### src/rtl/result_matrix_serializer.sv
// result_matrix_serializer: captures a 2x2 result matrix per handshake and streams it row-major over valid/ready.
// Define SER_CHECKSUM_EN to append a 5th beat carrying r11^r12^r21^r22.
module result_matrix_serializer #(
  parameter int WIDTH = 32,
  parameter int CNT_W = 16
) (
  input  logic             clk,
  input  logic             rst_n,
  input  logic             in_valid,
  output logic             in_ready,
  input  logic [WIDTH-1:0] r11,
  input  logic [WIDTH-1:0] r12,
  input  logic [WIDTH-1:0] r21,
  input  logic [WIDTH-1:0] r22,
  output logic             out_valid,
  input  logic             out_ready,
  output logic [WIDTH-1:0] out_data,
  output logic [2:0]       out_idx,
  output logic             out_last,
  output logic [CNT_W-1:0] frames_done
);
`ifdef SER_CHECKSUM_EN
  localparam logic [2:0] LAST_IDX = 3'd4;
`else
  localparam logic [2:0] LAST_IDX = 3'd3;
`endif
  typedef enum logic {IDLE, SEND} state_t;
  state_t state, state_nx;
  logic [WIDTH-1:0] m11, m12, m21, m22;
  logic beat, done, cap;
  always_comb begin
    out_valid = state == SEND;
    out_last  = out_valid && out_idx == LAST_IDX;
    beat      = out_valid && out_ready;
    done      = beat && out_last;
    in_ready  = state == IDLE || done;
    cap       = in_valid && in_ready;
    state_nx  = cap ? SEND : done ? IDLE : state;
    out_data  = !out_valid     ? '0  :
                out_idx == 3'd0 ? m11 :
                out_idx == 3'd1 ? m12 :
                out_idx == 3'd2 ? m21 :
                out_idx == 3'd3 ? m22 : m11 ^ m12 ^ m21 ^ m22;
  end
  always_ff @(posedge clk or negedge rst_n)
    if (!rst_n) state <= IDLE;
    else state <= state_nx;
  always_ff @(posedge clk or negedge rst_n)
    if (!rst_n) begin
      m11 <= '0;
      m12 <= '0;
      m21 <= '0;
      m22 <= '0;
      out_idx <= '0;
      frames_done <= '0;
    end else begin
      if (cap) begin
        m11 <= r11;
        m12 <= r12;
        m21 <= r21;
        m22 <= r22;
      end
      // a capture coinciding with the last beat restarts at idx 0 with no bubble
      if (cap || done) out_idx <= '0;
      else if (beat) out_idx <= out_idx + 3'd1;
      if (done) frames_done <= frames_done + CNT_W'(1);
    end
endmodule
### config.mk
export PLATFORM = sky130hd
export DESIGN_NAME = result_matrix_serializer
export DESIGN_NICKNAME = d
export VERILOG_FILES = /design/src/rtl/result_matrix_serializer.sv
export SDC_FILE = /design/constraint.sdc
export NUM_CORES = 1
export LEC_CHECK = 0
export ABC_AREA = 1
export CAP_MARGIN = 15
export CORE_ASPECT_RATIO = 0.8
export CORE_MARGIN = 2
export CORE_UTILIZATION = 56
export DETAILED_ROUTE_END_ITERATION = 16
export PLACE_DENSITY = 0.91
export SLEW_MARGIN = 20
export SYNTH_ARGS = -nofsm -noshare
export SYNTH_HDL_FRONTEND = slang
export SYNTH_SLANG_ARGS = --single-unit
### constraint.sdc
create_clock -name clk -period 3.86 [get_ports clk]
set_clock_uncertainty 0.2 [all_clocks]
set_input_delay 0.772 -clock clk [delete_from_list [all_inputs] [get_ports clk]]
set_output_delay 0.772 -clock clk [all_outputs]
set_load 0.005 [all_outputs]
# Word level (Yosys, flattened, before mapping)
# Index checks and enable logic that the tools add are counted.
dict set report classes {
  addsub 2
  multipliers 0
  div_mod_pow 0
  order_cmp 0
  eq_ne 3
  n_shift 0
  muxes 9
  bitwise 4
  reduce_logical 9
}
# op count
set op_table {}
lappend op_table {{two-way mux 32 bit} 5}
lappend op_table {{XOR 32 bit} 3}
lappend op_table {{adder 16 x 1 -> 16 bit, second input constant} 1}
lappend op_table {{equality test 3 x 2 -> 1 bit, second input constant} 2}
lappend op_table {{two-way mux 3 bit} 2}
lappend op_table {{logical AND 1 bit} 4}
lappend op_table {{nonzero test 2 bit} 2}
lappend op_table {{adder 3 x 1 -> 3 bit, second input constant} 1}
lappend op_table {{equality test 3 x 1 -> 1 bit, second input constant} 1}
lappend op_table {{zero test 3 bit} 1}
lappend op_table {{logical OR 1 bit} 2}
lappend op_table {{two-way mux 1 bit} 2}
lappend op_table {{NOT 1 bit} 1}
dict set report word_totals {
  ff_bits 148
  latch_bits 0
  ram_bits 0
  romBits 0
  out_inout_bits 54
  elab_cells 34
  mem_count 0
}

# Depth between registers and ports, before layout
# Gate-level depths: netlist (run 1).
dict set report depth {
  ltp_word 8
  mapped_depth 11
}

# Worst setup path after synthesis (run 1)
# No wires, ideal clock.
dict set report synth_timing {
  kind {reg-to-output}
  from {register out_idx[0]}
  to {output port out_data[10]}
  arrival_ns 1.670
  required_time_ns 2.888
  setup_slack_ns 1.218
  path_stages_with_launch 11
  path_buffers 1
  cell_sequence {dfrtp_1 -> ha_1 -> ha_1 -> inv_2 -> buf_1 -> nand3_1 -> nand2_1 -> nand3_1 -> nand2_1 -> nand2_1 -> a21oi_1}
}
dict set report synth_via {
  elab_chain_cells 6
}
# element line
set synth_rtl {}
lappend synth_rtl {{from (decl)} 18} ;# output logic [2:0] out_idx,
lappend synth_rtl {{from (signal assigned)} 65} ;# else if (beat) out_idx <= out_idx + 3'd1;
lappend synth_rtl {{equality test 3 x 2 -> 1 bit} 43} ;# out_idx == 3'd3 ? m22 : m11 ^ m12 ^ m21 ^ m22;
lappend synth_rtl {{two-way mux 32 bit} 43}
lappend synth_rtl {{two-way mux 32 bit} 42} ;# out_idx == 3'd2 ? m21 :
lappend synth_rtl {{two-way mux 32 bit} 41} ;# out_idx == 3'd1 ? m12 :
lappend synth_rtl {{two-way mux 32 bit *} 40} ;# out_idx == 3'd0 ? m11 :
lappend synth_rtl {{two-way mux 32 bit *} 39} ;# out_data = !out_valid ? '0 :
lappend synth_rtl {{to (decl)} 17} ;# output logic [WIDTH-1:0] out_data,
# Every way passes the cells marked *; elsewhere a longest branch is shown, timed or not.

# Final worst setup path (run 1)
dict set report layout_timing {
  from {register out_idx[0]}
  to {output port out_data[29]}
}
# The elaborated chain is that of the path after synthesis.

==> run metrics, run 1 <==
status=finished, final reports clean; Critical Path RT=2.89 ns; Initial Util=57.3%; synth unique cells=25; Area growth syn-to-layout=28.9%; CTS Hold Bufs=0; Ports=186; Die Y=115 µm; Final Core Density=73.9%; vias in the first global route=8159; Global Route Usage Sum=28.7%; Syn Inst Count=1183; largest net degree at the start of global routing=97; Synth Register Bits=148; final hold violation count=0; Worst Hold Class=input port to async pin; measured slew at the worst slew-check pin=0.925 ns; ANT cells=0; DRT Pass-1 Iters=6; slowest cell delay on critical path=0.55 ns; setup violators final=0; Overflow after GRT=0; slew margin rel.=38.4%; port bufs=185; dpl ws=0.391 ns; Ys Warns=0; Critical Path Slowest Stage Cell=clkdlybuf4s50_1; core area=15000 µm²; unrepaired setup endpoints after global routing=false; power per standard cell area=868 nW/µm²; nets=1489; Die X-Extent=143 µm; DIE AREA=16400 µm²; Clock Tree Root=clkbuf_16; Via density=5.41; detailed placer's ending HPWL=15700 µm; per-cell routed wire length=15.1 µm; first-pass GRT wire length=37400 µm; Crit. End Element=output pin; cell row count=40; Syn Area/Cell=7.27 µm²; Detailed Route WL=23400 µm; TritonCTS clock tree=built; crit start category=flip-flop; routed vias=8394; WP data arrival=2.72 ns; CTS Sinks=148; drt initial violations=687; Remaining DRCs=0; clock-pin slew on the worst setup and hold paths=0.06 ns; setup TNS=0 ns; Layout fillers=1138; Clk Latency, worst-skew pair=0.41 ns; worst path cell trace=ha_1 -> ha_1 -> inv_2 -> buf_12 -> nand3_1 -> nand2_1 -> nand3_1 -> nand2_1 -> nand2_1 -> a21oi_1 -> clkdlybuf4s50_1; Clock Tree Buf Depth=2; fin crit share=95.7%; FMAX=0.271 GHz; min Tclk post-route=3.69 ns; RePlAce Congestion=0.833; leakage=5.79 nW; post-route setup slack=0.165 ns; register area share after synthesis=43.0%; H-tree depth=4; CP max FO=32; Mapped Area=8600 µm²; post-synthesis net count=1322; commonest non-fill, non-tap cells in the layout=nand2_1, clkdlybuf4s50_1, inv_1, dfrtp_1, a21oi_1; Routed Antenna Nets=0; Inserted Clock Buffers=17; commonest non-fill, non-tap cell in the layout=nand2_1; critical path type=flip-flop to output pin; Max VDD drop=0.464 mV; Max Cap Violations=0; Crit path top cell by count=nand2_1; Pins Over Slew Limit=0; initial antenna violation count=0; layout cells sized above 1=5.87%
## per-stage QoR
step           instances  hold slack [ns]  power (mW)  area, µm²
2_1_floorplan       1183            0.268        5.89       8600
4_1_cts             1549            0.277        9.53      11000
3_3_place_gp        1517            0.278        7.61      10500
5_1_grt             1552            0.295        10.5      11100
6_report            1552            0.200        9.63      11100
3_5_place_dp        1517            0.288        7.86      10500
## cell usage after synthesis
cell type	number	share of area (%)
nand2_2	2	0.15
a21oi_1	144	8.4
nor3_1	2	0.12
nand3_1	100	5.8
nor2_2	1	0.073
nor2_1	131	5.7
dfrtp_1	148	43
inv_1	175	7.6
buf_1	3	0.13
a21oi_2	18	1.8
o21ai_0	66	3.8
ha_1	7	1.0
nor2_8	2	0.47
buf_6	27	3.5
xnor2_1	6	0.61
inv_2	1	0.044
nand2_4	5	0.65
clkbuf_1	25	1.1
buf_4	1	0.087
nand4_1	33	2.4
xor2_1	9	0.92
nor2_4	3	0.39
o32ai_1	1	0.10
nand2_1	272	12
inv_6	1	0.10
## report_power, final
group / total (mW) / switching (mW) / leakage [nW] / internal [mW]
clock network: 1.60 / 0.600 / 0.277 / 1.00
registers: 2.60 / 0.398 / 1.63 / 2.20
logic: 5.42 / 3.01 / 3.88 / 2.41
total: 9.63 / 4.01 / 5.79 / 5.62
## kinds of logic (layout without fill, tap and decap cells)
logic type	count (synthesis)	count (layout)	share of synthesized area [%]
flops	148	148	43.0
buf+inv	233	413	12.6
simple gates	551	551	27.6
fa+ha+maj	7	7	1.02
xor+xnor	15	15	1.53
compound gates	229	229	14.1
## what timing repair did
action | in CTS | in global routing
hold endpoints to repair | 0 | 0
cloned | 0 | 1
endpoints found under the setup margin | 2 | 28
resized for setup | 1 | 4
buffers inserted | 0 | 2
## metal layers
layer / track usage (%) / up-vias / wire [µm]
met3: 6.62 / 27 / 1910
met5: 0 / - / 0
met4: 8.32 / 0 / 315
li1: - / 4098 / -
met1: 35.4 / 3950 / 9530
met2: 51.0 / 319 / 11700
## critical path: cells and delay by family (launching register included)
family / cells / cell delay [ns]
adder cells (fa/ha/maj): 2 / 0.46
AO/OA/AOI/OAI: 1 / 0.19
AND/OR/NAND/NOR: 5 / 0.36
flip-flops: 1 / 0.43
buffers and inverters: 3 / 0.87
## area by class of cell
cell class,instances,area (µm²),share of cell area (%)
inverter,177,673,6.07
tap,189,236,2.13
clock inverter,4,70.1,0.632
clock buffer,28,497,4.48
timing repair buffer,204,2070,18.6
sequential,148,3700,33.4
multi-input combinational,802,3850,34.7
## flip-flops by register name, summed over array words and instances (netlist names)
| name | flops |
|---|---|
| frames_done | 16 |
| m11 | 32 |
| m12 | 32 |
| m21 | 32 |
| m22 | 32 |
| out_idx | 3 |
| out_valid | 1 |
## worst paths after layout
path / startpoint / slack [ns] / to / cells after the start
setup reg to reg: out_idx[0]$_DFFE_PN0P_ / 1.04 / m12[15]$_DFFE_PN0P_ / 10
max in group asynchronous: rst_n / 2.36 / m22[20]$_DFFE_PN0P_ / 2
hold / removal: rst_n / 0.20 / m12[2]$_DFFE_PN0P_ / 1
setup / recovery: out_idx[0]$_DFFE_PN0P_ / 0.17 / out_data[29] / 11
min in group clk: frames_done[15]$_DFFE_PN0P_ / 0.30 / frames_done[15]$_DFFE_PN0P_ / 1
hold reg to reg: frames_done[15]$_DFFE_PN0P_ / 0.30 / frames_done[15]$_DFFE_PN0P_ / 1
Power figures use the tool's default switching activity.
==> run 2, diff against run 1 <==
Settings changed: TNS_END_PERCENT from default to 5.
==> results of run 2 <==
Same layout as run 1: the final DEF is identical, and so are final timing and power.
==> run 3, diff against run 2 <==
Settings changed: CAP_MARGIN 15 to 20, GPL_TIMING_DRIVEN from default to 0.
==> run 3 against run 2 <==
Worst setup slack got worse by 0.066 ns. Sequential power about the same. Clock power increased by 8%. Count of clock-buffer cells in the layout decreased by 6. First-iteration DRC count increased by 32%. Sequential share of layout area decreased by 0.84 points. Wire length increased by 16%. Largest cell class unchanged. Via count increased by 6.6%. Critical path type unchanged. Utilization increased by 1.9 points. Combinational power increased by 4.8%.
==> run metrics, run 3 (synthesis gave the netlist of run 1 again) <==
slew margin rel.=57.1%; Detailed Route WL=27200 µm; Setup Fix Bufs, Post-CTS=0; Max VDD drop=0.477 mV; Overflow after GRT=0; Crit. End Element=output pin; unrepaired setup endpoints after global routing=true; power per standard cell area=880 nW/µm²; Seq pwr share=26.0%; initial antenna violation count=0; crit start category=flip-flop; ANT cells=0; commonest non-fill, non-tap cells in the layout=nand2_1, clkdlybuf4s50_1, inv_1, dfrtp_1, a21oi_1; Clock Tree Root=clkbuf_16; Global Route Usage Sum=33.7%; drt initial violations=910; DRT Pass-1 Iters=6; Critical R2R Capture=m21[4]$_DFFE_PN0P_; internal power=5.75 mW; DIE AREA=16400 µm²; port bufs=185; Die X-Extent=143 µm; final hold violation count=0; Remaining DRCs=0; H-tree depth=4; Area growth syn-to-layout=32.3%; vias in the first global route=8813; CTS Sinks=148; clock-pin slew on the worst setup and hold paths=0.06 ns; Die Y=115 µm; cells on worst reg2reg path=10; Clock Tree Buf Depth=2; largest net degree at the start of global routing=77; Routed Antenna Nets=0; commonest non-fill, non-tap cell in the layout=nand2_1; NetSw=4.26 mW; nets=1527; RePlAce Congestion=0.885; routed vias=8952; post-cts resize count=11; Clk Latency, worst-skew pair=0.42 ns; layout cells sized above 1=8.07%; fin crit share=97.4%; Ports=186; Inserted Clock Buffers=17; status=finished, final reports clean; min Tclk post-route=3.76 ns; Reg-to-Reg Start=out_idx[0]$_DFFE_PN0P_; setup violators final=0; CTS Hold Bufs=0; Critical Path RT=2.89 ns; per-cell routed wire length=17.1 µm; fraction of power spent switching nets=42.6%; dpl cells=1558; detailed placer's ending HPWL=18700 µm; critical path type=flip-flop to output pin; overall power=10.0 mW; Final Core Density=75.8%; FMAX=0.266 GHz; WP data arrival=2.79 ns; Initial Util=57.3%; first-pass GRT wire length=42700 µm; Max Cap Violations=0; measured slew at the worst slew-check pin=0.643 ns; clock power share=17.3%; cell row count=40; combinational group share of total power=56.7%; Worst Hold Class=input port to async pin; core area=15000 µm²; CP max FO=10; Via density=5.63; leakage=5.95 nW; TritonCTS clock tree=built; Pins Over Slew Limit=0; R2R Setup Slk=1.35 ns; Layout Cells excl Fill=1589
==> run 3: area by class of cell <==
| type | count | area [µm²] |
|---|---|---|
| clock buffers | 22 | 494 |
| multi-input cells | 802 | 3820 |
| well taps | 189 | 236 |
| clock inverters | 9 | 125 |
| repair buffers | 186 | 1880 |
| inverters | 177 | 672 |
| flip-flops and latches | 148 | 3700 |
| fillers | 1061 | 3630 |
| plain buffers | 56 | 447 |
==> run 3: power by group through the flow <==
| stage | clock network, mW | logic (mW) | registers [mW] |
|---|---|---|---|
| after floorplan | 0 | 3.38 | 2.51 |
| after global placement | 0 | 5.26 | 2.57 |
| after detailed placement | 0 | 5.47 | 2.59 |
| after CTS | 1.74 | 5.55 | 2.58 |
| after global routing | 1.81 | 6.27 | 2.68 |
| final | 1.73 | 5.68 | 2.60 |
==> run 3: metal layers <==
metal	vias up	part of all wire (%)	GRT usage, %
met3	81	12	9.54
li1	4187	-	-
met1	4147	39	42.6
met2	537	47	56.1
met5	-	0	0
met4	0	2.5	12.0
==> run 3: worst max path at each step <==
| stage | slack (ns) | cells after the start | start | to |
|---|---|---|---|---|
| after floorplan | 1.22 | 10 | out_idx[0]$_DFFE_PN0P_ | out_data[10] |
| after global placement | -4.06 | 1 | rst_n | m12[16]$_DFFE_PN0P_ |
| after global routing | -0.02 | 9 | out_idx[1]$_DFFE_PN0P_ | out_data[6] |
| after CTS | 0.02 | 11 | out_idx[0]$_DFFE_PN0P_ | out_data[24] |
| after detailed placement | 0.23 | 11 | out_idx[0]$_DFFE_PN0P_ | out_data[13] |
| final | 0.1 | 11 | out_idx[0]$_DFFE_PN0P_ | out_data[13] |
==> run 3: worst max-delay path: stages, from the launching register on <==
cell             delay [ns]
dfrtp_2                0.45
ha_1                   0.23
ha_1                   0.22
inv_4                  0.13
buf_4                  0.21
nand3_1                0.11
nand2_1                0.07
nand3_1                0.06
nand2_1                0.06
nand2_1                0.05
a21oi_1                0.22
clkdlybuf4s50_1        0.55
==> run 3: per-stage QoR <==
step                      hold slack (ns)  area (µm²)  TNS (ns)  setup WS (ns)
final                              0.0897       11400         0         0.0999
after global routing                0.140       11400   -0.0889        -0.0237
after CTS                           0.126       11400         0         0.0160
after detailed placement            0.263       10700         0          0.230
after global placement              0.262       10700   -599.58          -4.06
after floorplan                     0.268        8600         0           1.22
==> variant (config.mk and constraints of run 1) <==
`WIDTH`: 32 -> 48.
--- a/src/rtl/result_matrix_serializer.sv
+++ b/src/rtl/result_matrix_serializer.sv
@@ -2,5 +2,5 @@
 // Define SER_CHECKSUM_EN to append a 5th beat carrying r11^r12^r21^r22.
 module result_matrix_serializer #(
-  parameter int WIDTH = 32,
+  parameter int WIDTH = 48,
   parameter int CNT_W = 16
 ) (
Ports: changed (5 resized); port bits go from 186 to 266. No check against the original RTL was run, so the function may have changed too.
==> variant against run 1 <==
Sequential cell count rose by 64; largest cell class unchanged; clock power is 38% higher; register-to-register slack worse by 0.10 ns; setup slack lost 0.059 ns; sequential share of layout area about the same; total power is 46% higher; area after synthesis rose by 40%; largest power group unchanged; global-route usage rose by 2.4 points; design area up 43%; wire length increased by 57%.
==> variant: results (changes against run 1) <==
* Inverters at 258 (+46%)
* Seq area share at 33.4% (about the same)
* Initial antenna violation count at 3 (+3)
* Worst-path maximum fanout at 22 (-31%)
* Worst R2R Setup Slack at 0.94 ns (-0.10 ns)
* Via density at 5.56 (+2.9%)
* Fraction of layout cells with a size suffix above 1 at 5.90% (+0.034 points)
* Hold Path Class: input port to asynchronous set/reset pin
* First-pass GRT wire length at 57.8 mm (+54%)
* Largest cells by area after synthesis: dfrtp_1, nand2_1, a21oi_1
* FF+latch count, synth at 212 (+43%)
* R2r endpoint: m12[9]
* M3 GR Usage at 7.98% (+1.4 points)
* Wire length on met3 at 3.54 mm (+85%)
* Switching power at 6.03 mW (+50%)
* Post_cts resized at 8 (+7)
* Placed cells at 2209 (+46%)
* Status: finished, final reports clean
* CTS Buf Count at 23 (+6)
* Layout fillers at 1532 (+35%)
* NonClk Buf Share at 19.3% (+0.64 points)
* Placed Area at 0.0150 mm^2 (+43%)
* Final GP Congestion at 0.889 (+6.7%)
* Post-synthesis net count at 1929 (+46%)
* Layout area overhead at 31.9%
* Non-clk bufs at 299 (+47%)
* Htree depth at 1 (-3)
* Post-Route WL at 36.9 mm (+57%)
* Antenna fix cells at 1 (+1)
* Pin count of the biggest net entering global routing at 94 (-3.1%)
* Top Metal Used: met5
* Syn Area/Cell at 6.99 um^2 (-3.9%)
* #MultiIn Comb at 1171 (+46%)
* Final Instance Count excl. Fillers at 2258 (+45%)
* Power density cells at 882 mW/mm^2 (+1.6%)
* DRT met1 WL at 14.4 mm (+51%)
* Global-route total usage across every layer at 31.2% (+2.4 points)
* Measured slew at the worst slew-check pin at 0.668 ns (-0.256 ns)
* Sequential-to-total area share from yosys stat at 44.0% (+0.93 points)
* Clock tree buffer depth at 3 (+1)
* Met1 usage at 38.5% (+3.1 points)
* Lkg Pwr at 8.26 nW (+43%)
* Met2 Use GR at 53.8% (+2.8 points)
* Synth top cells by count: nand2_1, inv_1, a21oi_1
* Initial drt markers at 995 (+45%)
* Worst-skew pair later-pin latency at 0.51 ns (+0.10 ns)
## variant: power by group through the flow
stage / Sequential (mW) / Clock [mW] / Combinational (mW)
floorplan: 3.62 / 0 / 4.75
global placement: 3.69 / 0 / 7.34
detailed placement: 3.75 / 0 / 7.65
CTS: 3.73 / 2.22 / 7.86
global route: 3.84 / 2.31 / 9.01
finish: 3.75 / 2.21 / 8.06
## variant: logic make-up (layout without fill, tap and decap cells)
kind of cell	after synthesis	count (layout)	synth area share, %
compound gates	340	340	14.4
buf+inv	344	599	11.8
other cells	0	1	0
fa+ha+maj	7	7	0.726
xor+xnor	15	15	1.09
simple gates	808	809	28.0
flops	212	212	44.0
## variant: worst max-delay path by stage
stage	from	end	slack (ns)	cells after the start
floorplan	out_idx[0]	out_data[6]	1.10	10
global placement	out_idx[0]	out_data[47]	0.53	11
detailed placement	out_idx[0]	out_data[47]	0.43	11
CTS	out_idx[0]	out_data[23]	-0.002	10
global route	out_idx[0]	out_data[47]	-0.01	10
finish	out_idx[0]	out_data[47]	0.11	10
## variant: critical path: stages, from the launching register on
cell and delay (ns):
dfrtp_1 0.41, ha_2 0.24, ha_4 0.17, clkinv_4 0.09, bufbuf_16 0.32, nand4_1 0.10
nand3_1 0.07, nand2_1 0.07, nand2_1 0.05, a21oi_2 0.20, clkdlybuf4s50_1 0.54
## variant: stage by stage
stage / power [mW] / hold slack (ns) / worst slack, ns / utilization (%)
2_1_floorplan: 8.36 / 0.268 / 1.10 / -
3_3_place_gp: 11.0 / 0.263 / 0.526 / 70.1
3_5_place_dp: 11.4 / 0.284 / 0.434 / 70.1
4_1_cts: 13.8 / 0.109 / -0.00239 / 73.9
5_1_grt: 15.2 / 0.129 / -0.0125 / 74.4
6_report: 14.0 / 0.0994 / 0.107 / 74.4
